$ cat config.mk
export PLATFORM = sky130hd
export DESIGN_NAME = exp_swap_align_pipe
export DESIGN_NICKNAME = d
export VERILOG_FILES = /design/src/rtl/exp_swap_align_pipe.sv
export SDC_FILE = /design/constraint.sdc
export NUM_CORES = 1
export LEC_CHECK = 0
export CORE_UTILIZATION = 35
export CTS_CLUSTER_SIZE = 16
export DETAILED_ROUTE_END_ITERATION = 6
export PLACE_DENSITY_LB_ADDON = 0.25
export SYNTH_ARGS = -nofsm -noshare
export SYNTH_HDL_FRONTEND = slang
export SYNTH_SLANG_ARGS = --single-unit
$ cat constraint.sdc
create_clock -name i_clk -period 4.45 [get_ports i_clk]
set_input_delay 0.445 -clock i_clk [delete_from_list [all_inputs] [get_ports i_clk]]
set_output_delay 0.445 -clock i_clk [all_outputs]
set_load 0.02 [all_outputs]
$ cat src/rtl/exp_swap_align_pipe.sv
// Two-stage operand ordering ahead of the FP add/sub aligner: orders (sign, exp, mantissa)
// by magnitude and computes the saturated alignment shift. Define EXP_SWAP_TIEBREAK_MAN_EN to break exponent ties on mantissa.
module exp_swap_align_pipe #(
    parameter int SIZE_EXP = 8,
    parameter int SIZE_MAN = 24,
    localparam int SHIFT_SAT  = SIZE_MAN + 2,
    localparam int SIZE_SHIFT = $clog2(SHIFT_SAT + 1)
) (
    input  logic                  i_clk,
    input  logic                  i_rst,
    input  logic                  i_valid,
    output logic                  o_ready,
    input  logic                  i_sign_a,
    input  logic                  i_sign_b,
    input  logic [SIZE_EXP-1:0]   i_exp_a,
    input  logic [SIZE_EXP-1:0]   i_exp_b,
    input  logic [SIZE_MAN-1:0]   i_man_a,
    input  logic [SIZE_MAN-1:0]   i_man_b,
    output logic                  o_valid,
    input  logic                  i_ready,
    output logic                  o_compare,
    output logic                  o_sign_greater,
    output logic                  o_sign_less,
    output logic [SIZE_EXP-1:0]   o_exp_greater,
    output logic [SIZE_MAN-1:0]   o_man_greater,
    output logic [SIZE_MAN-1:0]   o_man_less,
    output logic [SIZE_SHIFT-1:0] o_shift_amt,
    output logic                  o_shift_sat,
    output logic                  o_exp_eq
);

    localparam logic [SIZE_EXP-1:0]   SAT_EXP   = SIZE_EXP'(SHIFT_SAT);
    localparam logic [SIZE_SHIFT-1:0] SAT_SHIFT = SIZE_SHIFT'(SHIFT_SAT);

    function automatic logic is_sat(input logic [SIZE_EXP-1:0] diff);
        return diff > SAT_EXP;
    endfunction

    function automatic logic [SIZE_SHIFT-1:0] sat_shift(input logic [SIZE_EXP-1:0] diff);
        return is_sat(diff) ? SAT_SHIFT : SIZE_SHIFT'(diff);
    endfunction

    logic                vld_p1, cmp_p1, eq_p1, sign_g_p1, sign_l_p1;
    logic [SIZE_EXP-1:0] exp_g_p1, exp_l_p1, diff_p1;
    logic [SIZE_MAN-1:0] man_g_p1, man_l_p1;

    logic                  vld_p2, cmp_p2, eq_p2, sign_g_p2, sign_l_p2, sat_p2;
    logic [SIZE_EXP-1:0]   exp_g_p2;
    logic [SIZE_MAN-1:0]   man_g_p2, man_l_p2;
    logic [SIZE_SHIFT-1:0] shift_p2;

    logic exp_lt, exp_eq, swap, load_p1, load_p2, take_in;

    always_comb begin
        exp_lt = i_exp_a < i_exp_b;
        exp_eq = i_exp_a == i_exp_b;
`ifdef EXP_SWAP_TIEBREAK_MAN_EN
        swap   = exp_lt | (exp_eq & (i_man_a < i_man_b));
`else
        swap   = exp_lt;
`endif
    end

    assign load_p2 = !vld_p2 | i_ready;
    assign load_p1 = !vld_p1 | load_p2;
    assign o_ready = !vld_p1 | !vld_p2 | i_ready;
    assign take_in = i_valid & o_ready;

    // Stage 1: compare and swap
    always_ff @(posedge i_clk or posedge i_rst) begin
        if (i_rst) begin
            vld_p1    <= 1'b0;
            cmp_p1    <= 1'b0;
            eq_p1     <= 1'b0;
            sign_g_p1 <= 1'b0;
            sign_l_p1 <= 1'b0;
            exp_g_p1  <= '0;
            exp_l_p1  <= '0;
            man_g_p1  <= '0;
            man_l_p1  <= '0;
        end else begin
            if (load_p1) vld_p1 <= i_valid;
            if (take_in) begin
                cmp_p1    <= swap;
                eq_p1     <= exp_eq;
                sign_g_p1 <= swap ? i_sign_b : i_sign_a;
                sign_l_p1 <= swap ? i_sign_a : i_sign_b;
                exp_g_p1  <= swap ? i_exp_b  : i_exp_a;
                exp_l_p1  <= swap ? i_exp_a  : i_exp_b;
                man_g_p1  <= swap ? i_man_b  : i_man_a;
                man_l_p1  <= swap ? i_man_a  : i_man_b;
            end
        end
    end

    // Ordering guarantees exp_g >= exp_l, so the difference never wraps
    assign diff_p1 = exp_g_p1 - exp_l_p1;

    // Stage 2: difference and saturation
    always_ff @(posedge i_clk or posedge i_rst) begin
        if (i_rst) begin
            vld_p2    <= 1'b0;
            cmp_p2    <= 1'b0;
            eq_p2     <= 1'b0;
            sign_g_p2 <= 1'b0;
            sign_l_p2 <= 1'b0;
            sat_p2    <= 1'b0;
            exp_g_p2  <= '0;
            man_g_p2  <= '0;
            man_l_p2  <= '0;
            shift_p2  <= '0;
        end else begin
            if (load_p2) vld_p2 <= vld_p1;
            if (load_p2 && vld_p1) begin
                cmp_p2    <= cmp_p1;
                eq_p2     <= eq_p1;
                sign_g_p2 <= sign_g_p1;
                sign_l_p2 <= sign_l_p1;
                sat_p2    <= is_sat(diff_p1);
                exp_g_p2  <= exp_g_p1;
                man_g_p2  <= man_g_p1;
                man_l_p2  <= man_l_p1;
                shift_p2  <= sat_shift(diff_p1);
            end
        end
    end

    assign o_valid        = vld_p2;
    assign o_compare      = cmp_p2;
    assign o_sign_greater = sign_g_p2;
    assign o_sign_less    = sign_l_p2;
    assign o_exp_greater  = exp_g_p2;
    assign o_man_greater  = man_g_p2;
    assign o_man_less     = man_l_p2;
    assign o_shift_amt    = shift_p2;
    assign o_shift_sat    = sat_p2;
    assign o_exp_eq       = eq_p2;

endmodule

==> impl_results.md, run 1 <==
- Initial antenna violation count: 0
- Status: finished clean
- DIE HEIGHT: 138 um
- Seq/Total Area, Yosys: 52.7%
- Cell family with the largest share of critical-path delay: buffers and inverters
- Initial drt markers: between 300 and 400
- Fin crit period: approximately 2.6 ns
- Final HPWL DP: about 11,000 um
- Vias: around 5.5k
- Routed wire per std cell: 16.1 um
- Number of global-route vias before repair: approximately 5.3k
- Gp weighted congestion: between 0.7 and 0.8
- CP Capture Type: flop
- Final setup viols: 0
- Drt total wl: between 15,000 and 20,000 um
- WP data arrival: roughly 2.8 ns
- H-tree depth: 4
- Synthesized area: approximately 0.0065 mm^2
- Critical path cell sequence: clkdlybuf4s50_1, inv_1, ha_1, nor2b_1, o211ai_1, a21o_2, and2_2, buf_4, o211ai_1
- Non-Filler Instances: 1,078
- Cell taking the most area after synthesis: dfrtp_1
- Setup repair bufs after CTS: 0
- Pre-CTS WS: 1.49 ns
- Pin count of the biggest net entering global routing: 107
- Pre-antenna DRT Iters: 4
- Clock Latency Late Sink: about 0.42 ns
- Slew headroom: about a third
- Antenna-violating nets left: 0
- CP required: approximately 4.7 ns
- Final Util: a little under half
- Max Slew Vio Count: 0
- Crit path kind: primary input to flop
- PwrDens: between 500 and 600 mW/mm^2
- Period utilisation layout: between 50 and 60%
- Nets: between 900 and 1k
- Fraction of layout instances using a drive strength above 1: approximately 6.8%
- Syn. warnings: 0
- Total track usage: around a fifth
- #FFs+latches synth: about 140
- Deepest clock path buffer count: 2
- Crit. Startpoint: i_exp_b[1]
- Ys async rst share: 100%
- # DRC: 0
- Total global routing overflow: 0
- VDD IR-drop max: 290 uV
- Inserted Clock Buffers: 17
- HP Class: flop to flop
- Post-Syn Area per Cell: between 8 and 9 um^2
- Max stage delay on crit path: ~0.50 ns
- Die Width: 138 um
- First-pass GRT wire length: between 20,000 and 30,000 um
- Hold_buf cts: 0
- Mapped Cells: about 730
- RSZ-0062 raised after global routing: no
- P_leak: between 3 and 4 nW
- Die area: around 0.019 mm^2
- Resized cells post-CTS: 0
- Synth top area cells: dfrtp_1, nand2_1, o211ai_1
- Hold Startpoint: man_l_p1[6]
- Final setup TNS: 0 ns
- Core Area: approximately 0.018 mm^2
- Critical Path Start Type: primary input
- Vias/cell: slightly above 5
- Buffers and inverters on the worst path: 3
- Num Clock Sinks: 136
- Fmax: 0.392 GHz
- P&R area growth vs syn: 33.4%
- Final WS setup: approximately 1.9 ns
- Post-synth EDFFs: 0
- Placement Rows: 49
- Boundary pin count: about 140
- Netlist cell types: 44
- Placed Cells: roughly 1.0k
- R2r startpoint: exp_g_p1[0]
- IO buf count: approximately 140
- Initial core utilization: between 30 and 40%
- Layout Skew: approximately 0.0076 ns
- Worst Max-Slew Pin Slew: between 0.9 and 1 ns
- Final Hold Vio Count: 0
- Critical path peak fanout: 26
- CP most frequent cell: o211ai_1
- Antenna diodes: 0
- CTS tree: done
- Syn nets: between 800 and 900
- Top cell type's share of synthesized area: about 53%
- CTS root buf: clkbuf_16
- Number of max-cap violations: 0
- CP max stage cell: clkdlybuf4s50_1
- Clock Pin Slew Worst Setup and Hold Paths: 0.06 ns
- Main synth FF type: dfrtp_1
- Final Total Pwr: about 4.4 mW
## cells in the mapped netlist, types with 2 or more instances
library cell	count
xor2_1	3
a21o_1	2
a211oi_1	3
a21oi_1	6
ha_1	16
nand2_1	306
o221ai_1	8
buf_2	6
o211ai_1	61
nand2b_1	2
dfrtp_1	136
buf_1	13
o21ai_0	2
and2_1	4
nand4_1	68
nand2_2	2
clkbuf_1	37
nor2_1	5
o32a_1	3
inv_1	19
mux2_2	2
## report_power, final
part	internal [mW]	switching [mW]
Sequential	1.50	0.158
Combinational	0.570	0.725
Clock	0.924	0.538
## layout make-up
| class | instances | area (um^2) |
|---|---|---|
| Inverter | 19 | 76.3 |
| Sequential cell | 136 | 3400 |
| Timing Repair Buffer | 147 | 1460 |
| Multi-Input combinational cell | 515 | 2780 |
| Tap cell | 229 | 287 |
| Clock inverter | 11 | 146 |
| Fill cell | 1742 | 9410 |
| Clock buffer | 21 | 470 |
## worst min-delay path, stage by stage (launching register included)
cell     delay [ns]
dfrtp_1        0.34
nand2_1        0.05
nand2_1        0.05
## metal layers
| metal | vias up | share of wire, % | wire, um | GRT usage, % |
|---|---|---|---|---|
| li1 | 2706 | - | - | - |
| met1 | 2636 | 49 | 8520 | 28.1 |
| met2 | 143 | 45 | 7810 | 28.9 |
| met3 | 18 | 4.9 | 846 | 3.73 |
| met4 | 0 | 1.3 | 223 | 7.13 |
| met5 | - | 0 | 0 | 0 |
## cell families after synthesis
logic type	share of synthesized area [%]
and+or+nand+nor	26.6
xor gates and xnor gates	0.542
muxes	0.504
adders and majority gates	3.41
buffers and inverters	4.69
DFF	52.7
AOI/OAI and AO/OA	11.5
## through the flow
| stage | hold slack (ns) | area [um^2] |
|---|---|---|
| 6_report | 0.465 | 8620 |
| 5_1_grt | 0.488 | 8620 |
| 4_1_cts | 0.468 | 8620 |
| 3_5_place_dp | 0.453 | 8000 |
| 3_3_place_gp | 0.447 | 8000 |
| 2_1_floorplan | 0.435 | 6460 |
## path summary, 6_finish.rpt
| kind | cells after the start | slack [ns] | endpoint |
|---|---|---|---|
| min in group asynchronous | 2 | 0.62 | o_man_greater[1] |
| max reg2reg | 8 | 1.94 | o_shift_amt[1] |
| min reg2reg | 2 | 0.46 | o_man_less[6] |
| max in group asynchronous | 3 | 2.98 | o_exp_greater[1] |
| max | 9 | 1.90 | man_g_p1[5] |
| min | 2 | 0.46 | o_man_less[6] |
## placed cells by master, fill, tap and decap left out, types with 2 or more instances in the layout
master           instances
o211ai_1                61
nand2_1                305
mux2_2                   2
o221ai_1                 8
clkinv_2                 2
dfrtp_1                136
clkdlybuf4s50_1        137
xor2_1                   3
a211oi_4                 2
clkbuf_16               17
a211oi_1                 2
bufinv_16                3
nor2_1                   5
clkinvlp_4               5
inv_1                   18
nand2b_1                 2
a21oi_1                  6
ha_1                    16
o21ai_0                  2
and2_2                   2
clkbuf_8                 3
nand2_2                  3
buf_4                    9
o32a_1                   3
nand4_1                 68
## registers in the layout, indices dropped and copies added, names as in the netlist, 5 cells and up
register / cells
o_exp_greater: 8
o_man_less: 24
o_man_greater: 24
exp_l_p1: 8
man_l_p1: 24
exp_g_p1: 8
man_g_p1: 24
o_shift_amt: 5
Note: power is estimated with default switching activity, not from simulation.
==> run 2: changes to the inputs <==
Clock period 4.45 ns to 2.49 ns, I/O delays scaled along.
==> run 2 against run 1 <==
Compared with the run above: critical endpoint is now o_shift_amt[3]; highest routed layer unchanged; first-iteration DRC count increased by 0.26%; clock-buffer cell count rose by 1; register-to-register slack lost 1.8 ns; combinational power is 88% higher; total power is 79% higher.
==> impl_results.md, run 2 (synthesis results as in run 1) <==
- Antenna-violating nets left: 0 (unchanged)
- Final HPWL DP: 11,900 um (+5.6%)
- Most common cell after layout, fill and taps aside: nand2_1
- Worst Max-Slew Pin Slew: 0.692 ns (-0.290 ns)
- HP Class: primary input to async pin
- Num Clock Sinks: 136 (unchanged)
- Boundary pin count: 138 (unchanged)
- Initial drt markers: 393 (+0.26%)
- Fmax: roughly 0.42 GHz
- Vias: 5,630 (+2.3%)
- Clock Pin Slew Worst Setup and Hold Paths: 0.06 ns (about the same)
- CTS root buf: clkbuf_16
- Hold slack: 0.320 ns (-0.145 ns)
- PwrDens: 898 mW/mm^2 (+75%)
- Pin count of the biggest net entering global routing: 71 (-34%)
- Initial core utilization: 35.8% (unchanged)
- Fraction of layout instances using a drive strength above 1: 8.69% (+1.9 points)
- Hold_buf cts: 0 (unchanged)
- Pre-CTS WS: 0.0383 ns (-1.46 ns)
- Most frequent cells in the layout: nand2_1, clkdlybuf4s50_1, dfrtp_1
- Critical Path Start Type: flop
- WP data arrival: 2.68 ns (-0.15 ns)
- CP Capture Type: flop
- Inserted Clock Buffers: 17 (unchanged)
- Final Util: 48.9% (+1.1 points)
- Max Slew Vio Count: 0 (unchanged)
- Antenna diodes: 0 (unchanged)
- Total track usage: 19.3% (-0.16 points)
- Placement Rows: 49 (unchanged)
- P&R area growth vs syn: 36.4%
- Layout Skew: 0.00876 ns (+0.00112 ns)
- Period utilisation layout: about 95%
- P_leak: 3.92 nW (+2.7%)
- Number of max-cap violations: 0 (unchanged)
- Slew headroom: 53.8% (+19 points)
- Nets: 937 (+1.5%)
- Reg2Reg Capture Point: o_shift_amt[3]
- Setup slack, reg-to-reg: 0.12 ns (-1.82 ns)
- H-tree depth: 4 (unchanged)
- Critical path peak fanout: 6 (-77%)
- Gp weighted congestion: 0.764 (about the same)
- Fin crit period: roughly 2.4 ns
- R2r startpoint: exp_g_p1[0]
- Total global routing overflow: 0 (unchanged)
- Final setup viols: 0 (unchanged)
- Pre-antenna DRT Iters: 5 (+1)
- IO buf count: 137 (unchanged)
- Final Hold Vio Count: 0 (unchanged)
- Drt total wl: 17,800 um (+2.3%)
- Clock Latency Late Sink: 0.42 ns (about the same)
- Die Width: 138 um (unchanged)
- Die area: 0.0190 mm^2 (unchanged)
- Core Area: 0.0180 mm^2 (unchanged)
- Routed wire per std cell: 16.3 um (+0.96%)
- Status: finished clean
- First-pass GRT wire length: 28,000 um (-0.37%)
- Final setup TNS: 0 ns (unchanged)
- Final WS setup: 0.116 ns (-1.78 ns)
- Initial antenna violation count: 0 (unchanged)
- VDD IR-drop max: 502 uV (+73%)
- CTS tree: done
- DIE HEIGHT: 138 um (unchanged)
- Deepest clock path buffer count: 2 (unchanged)
- Crit path kind: flop to flop
- CP required: 2.80 ns (-1.93 ns)
- Path depth of the worst reg2reg path: 8 (unchanged)
- # DRC: 0 (unchanged)
- Number of global-route vias before repair: 5,235 (-2.0%)
- Vias/cell: 5.16 (+1.0%)
[run 2: changes by cell type in the layout (fill, tap and decap cells not counted), moves of 2 or more]
| cell | before | now |
|---|---|---|
| buf_12 | 1 | 9 |
| buf_4 | 9 | 15 |
| clkinv_4 | 1 | 4 |
| clkinvlp_4 | 5 | 3 |
[run 2: worst max path at each step]
stage                start              to  slack [ns]  cells past startpoint
3_3_place_gp   exp_g_p1[0]  o_shift_amt[1]        0.08                      8
5_1_grt        exp_g_p1[0]  o_shift_amt[3]      -0.003                      8
4_1_cts        exp_g_p1[0]  o_shift_amt[1]       0.005                      8
3_5_place_dp   exp_g_p1[0]  o_shift_amt[1]        0.04                      8
6_report       exp_g_p1[0]  o_shift_amt[3]        0.12                      8
2_1_floorplan  exp_g_p1[0]  o_shift_amt[1]        0.20                      8
[run 2: critical path, cell delays in order, from the launching register on]
cell	delay, ns
dfrtp_1	0.38
inv_2	0.07
ha_1	0.14
inv_1	0.05
fa_2	0.37
a211oi_2	0.27
nor3b_2	0.08
a2111o_1	0.52
o32a_1	0.37
[run 2: cell type report]
cell class	instances	area (um^2)
Tap cell	229	287
Multi-Input combinational cell	515	2790
Sequential cell	136	3400
Inverter	19	75.1
Timing Repair Buffer	161	1660
Clock buffer	22	474
Fill cell	1691	9210
Clock inverter	10	120
[run 2: per-stage QoR]
stage,power [mW],cell area (um^2),std cells
global placement,5.38,8190,1058
floorplan,4.32,6460,727
detailed placement,5.40,8190,1058
global route,8.34,8810,1092
finish,7.91,8810,1092
CTS,7.96,8780,1090
[run 2: timing repair]
action | 4_1_cts | 5_1_grt
resized for setup | 0 | 4
endpoints found under the setup margin | 0 | 6
setup buffers | 0 | 2
[run 2: per-layer routing]
layer,vias to the layer above,global-route usage (%),part of all wire [%]
met5,-,0,0
met3,14,4.35,5.3
met1,2727,27.2,47
li1,2746,-,-
met2,143,29.6,46
met4,0,5.86,1.2
[run 2: where the power goes]
group / switching [mW] / leakage [nW] / internal (mW)
clock: 0.972 / 0.286 / 1.56
combinational: 1.33 / 1.96 / 1.09
sequential: 0.278 / 1.67 / 2.68
==> RTL edit 1 (config.mk and constraints of run 1) <==
Make the reset (`i_rst`) synchronous in 2 clocked blocks.
--- a/src/rtl/exp_swap_align_pipe.sv
+++ b/src/rtl/exp_swap_align_pipe.sv
@@ -67,7 +67,7 @@
     assign take_in = i_valid & o_ready;
 
     // Stage 1: compare and swap
-    always_ff @(posedge i_clk or posedge i_rst) begin
+    always_ff @(posedge i_clk) begin
         if (i_rst) begin
             vld_p1    <= 1'b0;
             cmp_p1    <= 1'b0;
@@ -97,7 +97,7 @@
     assign diff_p1 = exp_g_p1 - exp_l_p1;
 
     // Stage 2: difference and saturation
-    always_ff @(posedge i_clk or posedge i_rst) begin
+    always_ff @(posedge i_clk) begin
         if (i_rst) begin
             vld_p2    <= 1'b0;
             cmp_p2    <= 1'b0;
Function: differs if i_rst is asserted again (counterexample within 4 cycles, from zero or initial values and one cycle with i_rst high); with i_rst held inactive, the same outputs for 10 cycles.
==> RTL edit 1 against run 1 <==
- final area is 6.5% lower
- via count is 1.1% lower
- global-route usage is 0.43 points lower
- wire length is 3.5% lower
- sequential cell count stayed put
- critical endpoint is now man_g_p1[17]$_SDFFE_PP0P_
- area after synthesis is 7.4% lower
- worst setup slack worse by 0.23 ns
Power is not compared: it rests on default switching activity, and its combinational part moved more than twofold at a synthesized area within 25%.
==> RTL edit 1: results (changes against run 1) <==
Avg WL per Cell=16.5 µm (was 16.1 µm); WP data arrival=3.08 ns (was 2.83 ns); Synth cell types=41 (was 44); final wirelength=16.8 mm (was 17.4 mm); Worst path slowest cell=nand2_2 (was clkdlybuf4s50_1); hold_sp=o_man_greater[10]$_SDFFE_PP0P_ (was man_l_p1[6]$_DFFE_PP0P_); Rel. slew slack=14.9% (was 34.5%); Cells after DPL=987 (was 1046); Crit path largest cell delay=0.69 ns (was 0.50 ns); Post-synth top cells=dfxtp_1 (136), and3_1 (126), nand2_1 (125), a221o_1 (67), a21oi_1 (66) (was nand2_1 (306), dfrtp_1 (136), nand4_1 (68), o211ai_1 (61), clkbuf_1 (37)); fillers=1540 (was 1742); ratio of cells with drive above 1 in the final layout=6.14% (was 6.83%); Critical path origin=i_exp_b[5] (was i_exp_b[1]); largest net degree at the start of global routing=68 (was 107); vias per cell=5.35 (was 5.10); Synth Net Count=772 (was 814); outcome=finished clean (unchanged); initial DRC count=315 (was 392); critical path's top delay family=compound AO/OA/AOI/OAI gates (was buffers and inverters); vias in the first global route=5304 (was 5344); post-DP HPWL=11.0 mm (was 11.3 mm); Mapped Cells=685 (was 727); synth top area cells=dfxtp_1 (46%), and3_1 (13%), a221o_1 (11%), nand2_1 (7.8%), a21oi_1 (5.5%) (was dfrtp_1 (53%), nand2_1 (18%), o211ai_1 (7.1%), nand4_1 (6.6%), ha_1 (3.1%)); worst r2r src=exp_g_p1[0]$_SDFFE_PP0P_ (was exp_g_p1[0]$_DFFE_PP0P_); placer congestion estimate=0.827 (was 0.764); placed instance area=7440 µm² (was 8000 µm²); first-pass GRT wire length=26.6 mm (was 28.1 mm); GR Util All Layers=19.1% (was 19.5%); sequential cell area fraction in the yosys report=45.5% (was 52.7%); fin nets=873 (was 923)
RTL edit 1: per-layer routing:
layer / share of wire, % / track usage [%]
met4: 2.7 / 9.26
met5: 0 / 0
met1: 44 / 22.9
met2: 48 / 31.7
met3: 4.8 / 4.83
RTL edit 1: power by group through the flow:
stage	Sequential, W	Clock (W)	Combinational, W
3_3_place_gp	0.00137	0	0.000489
5_1_grt	0.00136	0.00156	0.000552
6_report	0.00135	0.00147	0.000509
2_1_floorplan	0.00138	0	0.000309
4_1_cts	0.00135	0.00150	0.000508
3_5_place_dp	0.00137	0	0.000506
RTL edit 1: cells by family (layout without fill, tap and decap cells):
family / after synthesis / after routing / synth area share [%]
buf+inv: 84 / 197 / 5.61
fa+ha+maj: 17 / 17 / 3.68
flops: 136 / 136 / 45.5
compound gates: 160 / 160 / 20.5
simple gates: 284 / 284 / 24.0
xor+xnor: 4 / 4 / 0.586
RTL edit 1: worst min-delay path: cells and delay by family, from the launching register on:
kind | cells | cell delay (ns)
flip-flops | 1 | 0.30
AND/OR/NAND/NOR | 1 | 0.05
AO/OA/AOI/OAI | 1 | 0.05
RTL edit 1: final timing paths:
kind	to	slack (ns)	depth (start not counted)
max	man_g_p1[17]$_SDFFE_PP0P_	1.66	8
min	o_man_greater[10]$_SDFFE_PP0P_	0.45	2
max reg2reg	o_shift_amt[2]$_SDFFE_PP0P_	1.96	9
min reg2reg	o_man_greater[10]$_SDFFE_PP0P_	0.45	2
RTL edit 1: through the flow:
step	setup WS, ns	total power, W
floorplan	2.26	0.00169
global placement	1.34	0.00186
detailed placement	1.25	0.00188
CTS	1.70	0.00335
global route	1.57	0.00347
finish	1.66	0.00333
RTL edit 1: final cells by class:
type | count | area share (%)
clock buffer | 18 | 5.45
clock inverter | 13 | 2.22
inverter | 22 | 1.02
multi-input combinational | 465 | 36.5
sequential | 136 | 33.8
tap | 220 | 3.42
timing repair buffer | 144 | 17.6
==> RTL edit 2 (flow settings as in run 1) <==
Made on the original files. `SIZE_MAN`: 24 -> 48.
--- a/src/rtl/exp_swap_align_pipe.sv
+++ b/src/rtl/exp_swap_align_pipe.sv
@@ -2,7 +2,7 @@
 // by magnitude and computes the saturated alignment shift. Define EXP_SWAP_TIEBREAK_MAN_EN to break exponent ties on mantissa.
 module exp_swap_align_pipe #(
     parameter int SIZE_EXP = 8,
-    parameter int SIZE_MAN = 24,
+    parameter int SIZE_MAN = 48,
     localparam int SHIFT_SAT  = SIZE_MAN + 2,
     localparam int SIZE_SHIFT = $clog2(SHIFT_SAT + 1)
 ) (
Interface: changed (5 resized); port bits go from 138 to 235. The function was not compared with the original's and may differ.
==> RTL edit 2 against run 1 <==
- sequential cell count up 97
- hold slack worse by 0.27 ns
- synthesized cell count up 46%
- wire length up 44%
- clock power up 58%
- power up 59%
- final area up 60%
- register-to-register slack better by 0.09 ns
- area after synthesis up 58%
- worst setup slack better by 0.029 ns
- critical path depth unchanged
- critical path type unchanged
- largest cell class unchanged
- highest routed layer unchanged
==> RTL edit 2: results (changes against run 1) <==
Root Buffer=clkbuf_16 (unchanged); Critical path origin=i_exp_b[3] (was i_exp_b[1]); synth warn=0 (unchanged); post-CTS repair timing setup buffer count=0 (unchanged); critical path's top delay family=buffers and inverters (unchanged); largest net degree at the start of global routing=233 (was 107); drt pass-1 iters=5 (was 4); first-pass GRT wire length=42.2 mm (was 28.1 mm); Leak=6.58 nW (was 3.82 nW); Post-synth ARST share=100% (unchanged); initial antenna violation count=0 (unchanged); fin nets=1401 (was 923); Mapped Cells=1058 (was 727); reg-to-reg critical path endpoint=o_shift_amt[3]$_DFFE_PP0P_ (was o_shift_amt[1]$_DFFE_PP0P_); EDFF count, synth=0 (unchanged); fillers=2709 (was 1742); post-DP HPWL=16.4 mm (was 11.3 mm); worst-margin pin slew=0.943 ns (was 0.983 ns); setup TNS=0 ns (unchanged); Post-synth top cells=nand2_1 (445), dfrtp_1 (233), o21ai_1 (115), mux2i_1 (114), clkbuf_1 (46) (was nand2_1 (306), dfrtp_1 (136), nand4_1 (68), o211ai_1 (61), clkbuf_1 (37)); CP max FO=48 (was 26); HP Class=input port to async pin (was flip-flop to flip-flop); Synth Net Count=1192 (was 814); vias in the first global route=7976 (was 5344); initial DRC count=515 (was 392); Ant. Diodes=0 (unchanged); post-layout min period=2.52 ns (was 2.55 ns); final wirelength=25.0 mm (was 17.4 mm); Synth Flop Type=dfrtp_1 (unchanged); Synth cell types=38 (was 44); GR Util All Layers=17.3% (was 19.5%); skew final=0.00713 ns (was 0.00763 ns); Clock Latency Late Sink=0.52 ns (was 0.42 ns); outcome=finished clean (unchanged); Port Buffers=234 (was 137); cts repair resizes=0 (unchanged); DR vias=7694 (was 5503); WP data arrival=2.89 ns (was 2.83 ns); Critical Path Sink=man_l_p1[30]$_DFFE_PP0P_ (was man_g_p1[5]$_DFFE_PP0P_); htree depth=1 (was 4); Crit path largest cell delay=0.67 ns (was 0.50 ns); pre-CTS setup slack=1.39 ns (was 1.49 ns); sequential cell area fraction in the yosys report=57.2% (was 52.7%); Avg WL per Cell=15.0 µm (was 16.1 µm); Clock transition at path regs=0.06 ns (about the same); worst hold margin=0.200 ns (was 0.465 ns); Worst path slowest cell=buf_4 (was clkdlybuf4s50_1); ratio of cells with drive above 1 in the final layout=4.90% (was 6.83%); worst r2r src=exp_g_p1[0]$_DFFE_PP0P_ (unchanged); CTS Buf Count=26 (was 17); Cells after DPL=1623 (was 1046); synth top area cells=dfrtp_1 (57%), nand2_1 (16%), mux2i_1 (11%), o21ai_1 (5.6%), ha_1 (1.8%) (was dfrtp_1 (53%), nand2_1 (18%), o211ai_1 (7.1%), nand4_1 (6.6%), ha_1 (3.1%)); placed instance area=12900 µm² (was 8000 µm²); largest vdd supply drop=0.247 mV (was 0.290 mV); Clock Path Buffers=3 (was 2); placer congestion estimate=0.796 (was 0.764); worst reg2reg setup slack=2.03 ns (was 1.94 ns)
## RTL edit 2: cell count changes after synthesis, moves of 3 or more
cell / run 1 / this run
buf_6: 0 / 5
and2_1: 4 / 1
o221ai_1: 8 / 1
mux2i_1: 1 / 114
dfrtp_1: 136 / 233
o211ai_1: 61 / 1
clkbuf_1: 37 / 46
buf_1: 13 / 1
o21ai_1: 0 / 115
nand4_1: 68 / 2
buf_2: 6 / 10
nand2_1: 306 / 445
## RTL edit 2: cell type report
type                            count  area, µm²  area share (%)
Multi-Input combinational cell    742       4030            29.2
Timing Repair Buffer              244       2450            17.8
Sequential cell                   233       5830            42.2
Clock inverter                     10        154            1.11
Inverter                           20       78.8           0.571
Tap cell                          384        480            3.48
Clock buffer                       37        783            5.67
## RTL edit 2: kinds of logic (layout without fill, tap and decap cells)
| group | count (synthesis) | count (layout) | synth area share (%) |
|---|---|---|---|
| XOR/XNOR | 6 | 6 | 0.516 |
| adder cells (fa/ha/maj) | 16 | 16 | 2.04 |
| buffers and inverters | 83 | 311 | 3.58 |
| multiplexers | 114 | 114 | 11.2 |
| AO/OA/AOI/OAI | 144 | 144 | 8.04 |
| AND/OR/NAND/NOR | 462 | 462 | 17.4 |
| flip-flops | 233 | 233 | 57.2 |
## RTL edit 2: layer usage
layer,track usage [%],part of all wire [%]
met1,23.2,46
met2,29.1,48
met3,2.68,3.8
met4,4.61,2.4
met5,0,0
## RTL edit 2: power by group
part	total [W]	leakage, nW	switching (W)	internal, W
logic	0.00193	3.23	0.00105	0.000871
clock network	0.00231	0.467	0.000860	0.00145
registers	0.00278	2.89	0.000241	0.00254
